<file path="src/rtl/stage_sequencer_if.sv">
`default_nettype none
// ============================================================================
// Module : stage_sequencer_if
// Brief  : Handshake/strobe bundle between the stage sequencer and the core.
//          Carries retire_cnt_o when STAGE_SEQ_RETIRE_CNT_EN is defined.
// Rev    : 1.0  initial release
// ============================================================================
interface stage_sequencer_if;
    logic        run_i;
    logic [31:0] ir_i;
    logic        imem_req_o;
    logic        imem_ack_i;
    logic        dmem_req_o;
    logic        dmem_we_o;
    logic        dmem_ack_i;
    logic        ir_load_o;
    logic        wd_q_readin_o;
    logic        rf_we_o;
    logic        pc_we_o;
    logic [2:0]  stage_o;
    logic        halt_o;
    logic [1:0]  fault_o;
`ifdef STAGE_SEQ_RETIRE_CNT_EN
    logic [31:0] retire_cnt_o;
`endif

    modport master (
        input  run_i, ir_i, imem_ack_i, dmem_ack_i,
        output imem_req_o, dmem_req_o, dmem_we_o, ir_load_o, wd_q_readin_o,
               rf_we_o, pc_we_o, stage_o, halt_o, fault_o
`ifdef STAGE_SEQ_RETIRE_CNT_EN
        , output retire_cnt_o
`endif
    );

    modport slave (
        output run_i, ir_i, imem_ack_i, dmem_ack_i,
        input  imem_req_o, dmem_req_o, dmem_we_o, ir_load_o, wd_q_readin_o,
               rf_we_o, pc_we_o, stage_o, halt_o, fault_o
`ifdef STAGE_SEQ_RETIRE_CNT_EN
        , input retire_cnt_o
`endif
    );
endinterface
`default_nettype wire

</file>
<file path="src/rtl/stage_sequencer.sv">
`default_nettype none
// ============================================================================
// Module : stage_sequencer
// Brief  : Multicycle FETCH/DECODE/EXEC/MEM/WRITE control FSM with memory
//          handshakes, ack timeouts and sticky fault reporting.
//          Optional retire counter enabled by STAGE_SEQ_RETIRE_CNT_EN.
// Rev    : 1.0  initial release
// ============================================================================
module stage_sequencer #(
    parameter int MEM_TIMEOUT = 255,
    parameter int TO_W        = 8
) (
    input  logic              clk,
    input  logic              reset,
    stage_sequencer_if.master bus
);
    typedef enum logic [2:0] {
        ST_IDLE   = 3'd0,
        ST_FETCH  = 3'd1,
        ST_DECODE = 3'd2,
        ST_EXEC   = 3'd3,
        ST_MEM    = 3'd4,
        ST_WRITE  = 3'd5,
        ST_HALT   = 3'd7
    } state_t;

    localparam logic [6:0] c_OP_R     = 7'b0110011;
    localparam logic [6:0] c_OP_I     = 7'b0010011;
    localparam logic [6:0] c_OP_L     = 7'b0000011;
    localparam logic [6:0] c_OP_S     = 7'b0100011;
    localparam logic [6:0] c_OP_B     = 7'b1100011;
    localparam logic [6:0] c_OP_LUI   = 7'b0110111;
    localparam logic [6:0] c_OP_AUIPC = 7'b0010111;
    localparam logic [6:0] c_OP_JAL   = 7'b1101111;
    localparam logic [6:0] c_OP_JALR  = 7'b1100111;

    localparam logic [1:0] c_FAULT_ILLEGAL = 2'd1;
    localparam logic [1:0] c_FAULT_IMEM    = 2'd2;
    localparam logic [1:0] c_FAULT_DMEM    = 2'd3;

    localparam logic [TO_W:0] c_TO_LIMIT = (TO_W+1)'(MEM_TIMEOUT);
    localparam bit            c_TO_EN    = (MEM_TIMEOUT != 0);

    state_t          r_state;
    logic [TO_W-1:0] r_cnt;
    logic [1:0]      r_fault;
    logic            r_halt;
    logic            r_imem_req;
    logic            r_dmem_req;
    logic            r_dmem_we;
    logic            r_wd;
    logic            r_rf_we;
    logic            r_pc_we;

    logic [6:0]      w_opcode;
    logic            w_legal;
    logic            w_wb;
    logic            w_rf_we;
    logic            w_is_ls;
    logic            w_is_store;
    logic [TO_W:0]   w_cnt_inc;
    logic            w_to_hit;
    logic            w_unused_ir;

    assign w_opcode    = bus.ir_i[6:0];
    assign w_is_store  = (w_opcode == c_OP_S);
    assign w_is_ls     = (w_opcode == c_OP_L) || w_is_store;
    assign w_rf_we     = w_wb && (bus.ir_i[11:7] != 5'd0);
    assign w_unused_ir = ^bus.ir_i[31:12];

    always_comb begin
        w_legal = 1'b0;
        w_wb    = 1'b0;
        case (w_opcode)
            c_OP_R, c_OP_I, c_OP_L, c_OP_LUI, c_OP_AUIPC, c_OP_JAL, c_OP_JALR: begin
                w_legal = 1'b1;
                w_wb    = 1'b1;
            end
            c_OP_S, c_OP_B: w_legal = 1'b1;
            default: ;
        endcase
    end

    // The request is allowed as many cycles as MEM_TIMEOUT; an ack in the
    // cycle whose increment would reach the limit is still accepted.
    assign w_cnt_inc = {1'b0, r_cnt} + {{TO_W{1'b0}}, 1'b1};
    assign w_to_hit  = c_TO_EN && (w_cnt_inc == c_TO_LIMIT);

    always_ff @(posedge clk) begin
        if (reset) begin
            r_state    <= ST_IDLE;
            r_cnt      <= '0;
            r_fault    <= 2'd0;
            r_halt     <= 1'b0;
            r_imem_req <= 1'b0;
            r_dmem_req <= 1'b0;
            r_dmem_we  <= 1'b0;
            r_wd       <= 1'b0;
            r_rf_we    <= 1'b0;
            r_pc_we    <= 1'b0;
        end else begin
            r_wd    <= 1'b0;
            r_rf_we <= 1'b0;
            r_pc_we <= 1'b0;
            case (r_state)
                ST_IDLE: begin
                    if (bus.run_i) begin
                        r_state    <= ST_FETCH;
                        r_imem_req <= 1'b1;
                        r_cnt      <= '0;
                    end
                end
                ST_FETCH: begin
                    if (bus.imem_ack_i) begin
                        r_state    <= ST_DECODE;
                        r_imem_req <= 1'b0;
                    end else if (w_to_hit) begin
                        r_state    <= ST_HALT;
                        r_imem_req <= 1'b0;
                        r_halt     <= 1'b1;
                        r_fault    <= c_FAULT_IMEM;
                    end else begin
                        r_cnt      <= w_cnt_inc[TO_W-1:0];
                    end
                end
                ST_DECODE: begin
                    if (w_legal) begin
                        r_state <= ST_EXEC;
                    end else begin
                        r_state <= ST_HALT;
                        r_halt  <= 1'b1;
                        r_fault <= c_FAULT_ILLEGAL;
                    end
                end
                ST_EXEC: begin
                    if (w_is_ls) begin
                        r_state    <= ST_MEM;
                        r_dmem_req <= 1'b1;
                        r_dmem_we  <= w_is_store;
                        r_cnt      <= '0;
                    end else begin
                        r_state <= ST_WRITE;
                        r_wd    <= w_wb;
                        r_rf_we <= w_rf_we;
                        r_pc_we <= 1'b1;
                    end
                end
                ST_MEM: begin
                    if (bus.dmem_ack_i) begin
                        r_state    <= ST_WRITE;
                        r_dmem_req <= 1'b0;
                        r_dmem_we  <= 1'b0;
                        r_wd       <= w_wb;
                        r_rf_we    <= w_rf_we;
                        r_pc_we    <= 1'b1;
                    end else if (w_to_hit) begin
                        r_state    <= ST_HALT;
                        r_dmem_req <= 1'b0;
                        r_dmem_we  <= 1'b0;
                        r_halt     <= 1'b1;
                        r_fault    <= c_FAULT_DMEM;
                    end else begin
                        r_cnt      <= w_cnt_inc[TO_W-1:0];
                    end
                end
                ST_WRITE: begin
                    if (bus.run_i) begin
                        r_state    <= ST_FETCH;
                        r_imem_req <= 1'b1;
                        r_cnt      <= '0;
                    end else begin
                        r_state    <= ST_IDLE;
                    end
                end
                ST_HALT: ;
                default: begin
                    r_state    <= ST_HALT;
                    r_imem_req <= 1'b0;
                    r_dmem_req <= 1'b0;
                    r_dmem_we  <= 1'b0;
                    r_halt     <= 1'b1;
                    r_fault    <= c_FAULT_ILLEGAL;
                end
            endcase
        end
    end

    assign bus.imem_req_o    = r_imem_req;
    assign bus.dmem_req_o    = r_dmem_req;
    assign bus.dmem_we_o     = r_dmem_we;
    assign bus.wd_q_readin_o = r_wd;
    assign bus.rf_we_o       = r_rf_we;
    assign bus.pc_we_o       = r_pc_we;
    assign bus.stage_o       = r_state;
    assign bus.halt_o        = r_halt;
    assign bus.fault_o       = r_fault;

    // The instruction word is only on the bus during the ack cycle, so the
    // IR load must coincide with it rather than trail it by a register stage.
    assign bus.ir_load_o = (r_state == ST_FETCH) && bus.imem_ack_i;

`ifdef STAGE_SEQ_RETIRE_CNT_EN
    logic [31:0] r_retire_cnt;

    always_ff @(posedge clk) begin
        if (reset) begin
            r_retire_cnt <= 32'd0;
        end else if (r_pc_we) begin
            r_retire_cnt <= r_retire_cnt + 32'd1;
        end
    end

    assign bus.retire_cnt_o = r_retire_cnt;
`endif
endmodule
`default_nettype wire

</file>
<file path="src/flat_wrapper.sv">
// flat-port wrapper written by rule: the top's interface ports become plain ports
module stage_sequencer_flat 
#(
    parameter int MEM_TIMEOUT = 255,
    parameter int TO_W        = 8
)
  (clk, reset, bus_run_i, bus_ir_i, bus_imem_ack_i, bus_dmem_ack_i, bus_imem_req_o, bus_dmem_req_o, bus_dmem_we_o, bus_ir_load_o, bus_wd_q_readin_o, bus_rf_we_o, bus_pc_we_o, bus_stage_o, bus_halt_o, bus_fault_o);
  stage_sequencer_if bus_i ();
  input  logic clk;
  input  logic reset;
  input wire logic [$bits(bus_i.run_i)-1:0] bus_run_i;
  input wire logic [$bits(bus_i.ir_i)-1:0] bus_ir_i;
  input wire logic [$bits(bus_i.imem_ack_i)-1:0] bus_imem_ack_i;
  input wire logic [$bits(bus_i.dmem_ack_i)-1:0] bus_dmem_ack_i;
  output wire logic [$bits(bus_i.imem_req_o)-1:0] bus_imem_req_o;
  output wire logic [$bits(bus_i.dmem_req_o)-1:0] bus_dmem_req_o;
  output wire logic [$bits(bus_i.dmem_we_o)-1:0] bus_dmem_we_o;
  output wire logic [$bits(bus_i.ir_load_o)-1:0] bus_ir_load_o;
  output wire logic [$bits(bus_i.wd_q_readin_o)-1:0] bus_wd_q_readin_o;
  output wire logic [$bits(bus_i.rf_we_o)-1:0] bus_rf_we_o;
  output wire logic [$bits(bus_i.pc_we_o)-1:0] bus_pc_we_o;
  output wire logic [$bits(bus_i.stage_o)-1:0] bus_stage_o;
  output wire logic [$bits(bus_i.halt_o)-1:0] bus_halt_o;
  output wire logic [$bits(bus_i.fault_o)-1:0] bus_fault_o;
  assign bus_i.run_i = bus_run_i;
  assign bus_i.ir_i = bus_ir_i;
  assign bus_i.imem_ack_i = bus_imem_ack_i;
  assign bus_i.dmem_ack_i = bus_dmem_ack_i;
  assign bus_imem_req_o = bus_i.imem_req_o;
  assign bus_dmem_req_o = bus_i.dmem_req_o;
  assign bus_dmem_we_o = bus_i.dmem_we_o;
  assign bus_ir_load_o = bus_i.ir_load_o;
  assign bus_wd_q_readin_o = bus_i.wd_q_readin_o;
  assign bus_rf_we_o = bus_i.rf_we_o;
  assign bus_pc_we_o = bus_i.pc_we_o;
  assign bus_stage_o = bus_i.stage_o;
  assign bus_halt_o = bus_i.halt_o;
  assign bus_fault_o = bus_i.fault_o;
  stage_sequencer #(.MEM_TIMEOUT(MEM_TIMEOUT), .TO_W(TO_W)) u_core (.clk(clk), .reset(reset), .bus(bus_i));
endmodule
</file>
<file path="config.mk">
export PLATFORM = sky130hd
export DESIGN_NAME = stage_sequencer_flat
export DESIGN_NICKNAME = d
export VERILOG_FILES = /design/src/rtl/stage_sequencer_if.sv /design/src/rtl/stage_sequencer.sv /design/src/flat_wrapper.sv
export SDC_FILE = /design/constraint.sdc
export NUM_CORES = 1
export LEC_CHECK = 0
export CAP_MARGIN = 40
export CORE_MARGIN = 10
export CORE_UTILIZATION = 40
export CTS_BUF_LIST = sky130_fd_sc_hd__clkbuf_8
export DETAILED_ROUTE_END_ITERATION = 10
export GPL_TIMING_DRIVEN = 0
export HOLD_SLACK_MARGIN = 0.15
export PLACE_DENSITY = 0.72
export SLEW_MARGIN = 15
export SYNTH_ARGS = -nofsm -noshare
export SYNTH_HDL_FRONTEND = slang
export SYNTH_SLANG_ARGS = --single-unit
</file>
<file path="constraint.sdc">
create_clock -name clk -period 1.9 [get_ports clk]
set_input_delay 0.57 -clock clk [delete_from_list [all_inputs] [get_ports clk]]
set_output_delay 0.57 -clock clk [all_outputs]
set_load 0.1 [all_outputs]
</file>
== Yosys cells after proc, flatten, opt, wreduce, memory -nomap -nowiden ==
Index checks and enable logic that the tools add are counted.

* Register bits after elaboration: 20

* Bitwise logic cells: 4
* Eq/ne operators: 26
* $add $sub $neg: 1
* Mux-type cells: 45
* Reduce and logical (&&, ||, !) cells: 18

{| class="wikitable"
|+ Operator list
! kind !! count
|-
| $mux 8 || 5
|-
| $pmux 8 s4 || 1
|-
| $eq 7x6->1 const B || 3
|-
| $eq 7x7->1 const B || 3
|-
| $pmux 3 s7 || 1
|-
| $mux 1 || 20
|-
| $mux 3 || 5
|-
| $eq 7x5->1 const B || 2
|-
| $mux 2 || 5
|-
| $add 8x1->9 const B || 1
|-
| $eq 3x3->1 const B || 3
|-
| $eq 9x8->1 const B || 1
|-
| $pmux 1 s3 || 3
|-
| $reduce_or 9->1 || 1
|-
| $ne 2x1->1 const B || 4
|-
| $ne 2x2->1 const B || 4
|-
| $pmux 2 s4 || 1
|-
| $reduce_or 4->1 || 2
|-
| $eq 7x2->1 const B || 1
|-
| $reduce_or 7->1 || 1
|-
| $eq 3x2->1 const B || 2
|-
| $ne 3x2->1 const B || 2
|-
| $pmux 1 s2 || 3
|-
| $reduce_and 3->1 || 2
|-
| other kinds (14) || 18
|}

== Logic depth before layout (Yosys ltp) ==
* Word-level depth: 6
* Mapped depth: 7

== Worst setup path after synthesis ==
OpenSTA, ideal clock, no wires.

* Path kind: reg-to-output
* Start point: reg u_core.r_state[0], in the netlist u_core.bus.stage_o[0]
* End point: out bus_ir_load_o
* Arrival: 2.231 ns
* Setup slack: -0.901 ns
* Data required time: 1.330 ns
* Cell stages (with the launch flop): 5
* Path through: dfxtp_1 > buf_4 > nand2_1 > nor2_1 > and2_1

* Word-level cells in the longest chain between the ends: 2

{| class="wikitable"
|+ Ends and longest elaborated chain
! what !! line !! source
|-
| start: declaration || stage_sequencer.sv:44 || <nowiki>state_t r_state;</nowiki>
|-
| start signal: assignment || stage_sequencer.sv:91 || <nowiki>r_state <= ST_IDLE;</nowiki>
|-
| start signal: assignment || stage_sequencer.sv:108 || <nowiki>r_state <= ST_FETCH;</nowiki>
|-
| start signal: assignment || stage_sequencer.sv:115 || <nowiki>r_state <= ST_DECODE;</nowiki>
|-
| $eq 3x1->1 || stage_sequencer.sv:200 || <nowiki>assign bus.ir_load_o = (r_state == ST_FETCH) && bus.imem_ack_i;</nowiki>
|-
| $logic_and 1x1->1 || stage_sequencer.sv:200 ||
|-
| end: declaration || flat_wrapper.sv:18 || <nowiki>output wire logic [$bits(bus_i.ir_load_o)-1:0] bus_ir_load_o;</nowiki>
|}

No other way between the ends.

== Worst setup path in the final report ==
* Start point: reg u_core.r_state[2], in the netlist u_core.bus.stage_o[2]
* End point: out bus_ir_load_o

The elaborated chain is that of the path after synthesis.

==> results.sh <==
export IMPL_holdPathStages=1
export IMPL_fin_util=0.6833
export IMPL_arrival_ns=1.33
export IMPL_hold_viol=0
export IMPL_syn2layout_area_growth_pct=63.20
export IMPL_first_iter_violations=138
export IMPL_grt_pass1_vias=1406
export IMPL_grtUsageTotal=0.1342
export IMPL_nets=250
export IMPL_avgSynthCellArea_um2=7.906
export IMPL_drt_vias_per_instance=5.708
export IMPL_slew_violations=0
export IMPL_numCtsBuffers=3
export IMPL_clockBufferDepth=2
export IMPL_gp_congestion=0.8415
export IMPL_rows=20
export IMPL_synth_seq_cells=20
export IMPL_cp_depth=6
export IMPL_relSlewSlack=0.7475
export IMPL_cp_end_kind="output port"
export IMPL_io_pins=50
export IMPL_drc=0
export IMPL_avgRoutedWirePerCell_um=16.53
export IMPL_drt_first_pass_iters=4
export IMPL_violations="setup timing"
export IMPL_core_area_um2=3078
export IMPL_die_h_um=76.76
export IMPL_cts_tree="done"
export IMPL_initial_utilization=0.4187
export IMPL_vias=1444
export IMPL_clkLatencyLatePin_ns=0.27
export IMPL_finalInstanceArea_um2=2103
export IMPL_yosys_warnings=0
export IMPL_fin_crit_ns=1.904
export IMPL_vdd_drop_max_v=0.0003890
export IMPL_grt_max_degree=12
export IMPL_crit_required_ns=1.33
export IMPL_synth_ff_type="dfxtp_1"
export IMPL_fin_crit_sh=1.002
export IMPL_synth_area_um2=1289
export IMPL_fin_ws_ns=-0.004254
export IMPL_die_x_um=76.76
export IMPL_cap_violations=0
export IMPL_mostFrequentLayoutCells="14 x dfxtp_1, 13 x a31oi_1, 12 x buf_12, 12 x nand2_1"
export IMPL_fmax_mhz=525.1
export IMPL_cts_root_buffer="clkbuf_8"
export IMPL_synth_top_area_frac=0.3107
export IMPL_worstPathCellList="buf_12 > clkinv_8 > nand2_8 > nor2_4 > and2_4 > buf_12"
export IMPL_critPathBufInv=3
export IMPL_status="finished, violations left"
export IMPL_cp_slowest_cell="dfxtp_4"
export IMPL_antenna_found_initial=0
export IMPL_synthArstFlopShare=0
export IMPL_placed_area_um2=1869
export IMPL_synth_top_area_cell="dfxtp_1"
export IMPL_worstSetupStartpointType="flop"
export IMPL_synth_seq_area_share=0.3107
export IMPL_critPathMaxStageDelay_ns=0.37
export IMPL_clock_skew_ns=0.01098
export IMPL_p_leak_nw=0.8668
export IMPL_final_common_cell="dfxtp_1"
export IMPL_synth_edff_count=0
export IMPL_reg2regPathDepth=6
export IMPL_p_per_area_nw_per_um2=689.9
export IMPL_synth_net_count=203
export IMPL_synthTopCellsByArea="dfxtp_1 31%, a31oi_1 6.3%, a21oi_1 4.3%, o21ai_0 4.3%, nand2_1 4.1%"
export IMPL_cts_sinks=20
export IMPL_port_buffers=29
export IMPL_wirelength_mm=4.182
export IMPL_hold_path_class="reg2reg"
export IMPL_critPathTopFamily="flip-flops"
export IMPL_tightest_slew_ns=0.3753
export IMPL_path_common_cell="buf_12"
export IMPL_worst_path_max_fanout=7
export IMPL_syn_inst=163
export IMPL_rsz0062_at_grt="yes"
export IMPL_drive_gt1_frac=0.3110
export IMPL_clkSlewWorstSetupHoldPaths_ns=0.08
export IMPL_tns_ns=-0.004254
export IMPL_setup_violations_final=1
export IMPL_n_antenna_cell=0
export IMPL_synth_distinct_cells=49
export IMPL_path_class="reg2out"
export IMPL_hpwl_mm=3.052
export IMPL_grt_overflow=0
export IMPL_ant_nets=0
export IMPL_dieArea_um2=5892
export IMPL_cts_htree_levels=1
export IMPL_grt_pass1_wl_mm=6.831
## cells in the mapped netlist (2+ instances only)
master    number
clkbuf_1       2
o21a_1         2
dfxtp_1       20
mux2i_1        2
nor4b_1        2
buf_4          3
nor2b_1        5
mux2_2         2
nor2_1        13
or3_1          4
or4_1          2
nor3_1         2
a31oi_1       13
buf_2          2
nand3_1        7
ha_1           3
inv_1          5
a21oi_1       11
nand2b_1       7
and3_1         3
nand2_1       14
xor2_1         2
o21ai_0       11
## state kept, by name, summed over array words and instances, names as in the netlist
register                  flops
u_core.bus.stage_o            3
u_core.bus.wd_q_readin_o      1
u_core.bus.fault_o            2
u_core.r_cnt                  8
u_core.bus.pc_we_o            1
u_core.bus.halt_o             1
u_core.bus.dmem_req_o         1
u_core.bus.imem_req_o         1
u_core.bus.rf_we_o            1
u_core.bus.dmem_we_o          1
## stage by stage
| step | hold WS [ns] | total power [mW] | worst slack [ns] | instances |
|---|---|---|---|---|
| 4_1_cts | 0.4787 | 1.381 | -0.02030 | 249 |
| 6_report | 0.4843 | 1.451 | -0.004254 | 253 |
| 3_5_place_dp | 0.4617 | 1.060 | -0.6452 | 249 |
| 3_3_place_gp | 0.4341 | 0.9665 | -1.087 | 236 |
| 2_1_floorplan | 0.4318 | 0.8370 | 0.003159 | 163 |
| 5_1_grt | 0.5031 | 1.509 | -0.03873 | 253 |
## worst paths after layout
| path | slack (ns) | startpoint | end |
|---|---|---|---|
| worst max-delay path | -0.004 | u_core.bus.stage_o[2]$_SDFFE_PP0P_ | bus_ir_load_o |
| worst min-delay path | 0.48 | u_core.r_cnt[6]$_SDFFE_PP0P_ | u_core.r_cnt[6]$_SDFFE_PP0P_ |
| worst max register to register | 0.07 | u_core.r_cnt[1]$_SDFFE_PP0P_ | u_core.r_cnt[4]$_SDFFE_PP0P_ |
| worst min register to register | 0.48 | u_core.r_cnt[6]$_SDFFE_PP0P_ | u_core.r_cnt[6]$_SDFFE_PP0P_ |
## where the power goes
group	switching (mW)	internal [mW]	total [mW]
Combinational	0.377	0.282	0.659
Sequential	0.0449	0.447	0.492
Clock	0.156	0.145	0.301
## cell families after synthesis
family                   synth area share
AO/OA/AOI/OAI                      0.2398
XOR/XNOR                          0.02622
adder cells (fa/ha/maj)           0.02913
buffers and inverters             0.04563
flip-flops                         0.3107
multiplexers                      0.03301
AND/OR/NAND/NOR                    0.3155
## layer usage
layer,part of all wire,GRT usage,up-vias
met5,0,0,-
met4,0.013,0.03532,0
met3,0.047,0.03030,9
met2,0.54,0.2411,47
met1,0.40,0.1545,699
li1,-,-,689
## timing repair
| action | 4_1_cts | 5_1_grt |
|---|---|---|
| resized for setup | 31 | 32 |
| hold endpoints to repair | 0 | 0 |
| setup endpoints to repair | 18 | 20 |
| gates cloned | 0 | 0 |
| hold buffers | 0 | 0 |
| buffers inserted | 0 | 10 |
| pin swaps | 3 | 6 |
## layout make-up
type                            count  area [um^2]
Clock inverter                      1        3.754
Sequential cell                    20        415.4
Inverter                            5        31.28
Timing Repair Buffer               44        561.8
Fill cell                         235        974.7
Tap cell                           44        55.05
Clock buffer                        3        41.29
Buffer                              5        62.56
Multi-Input combinational cell    131        932.1
Note: power is estimated with default switching activity, not from simulation.
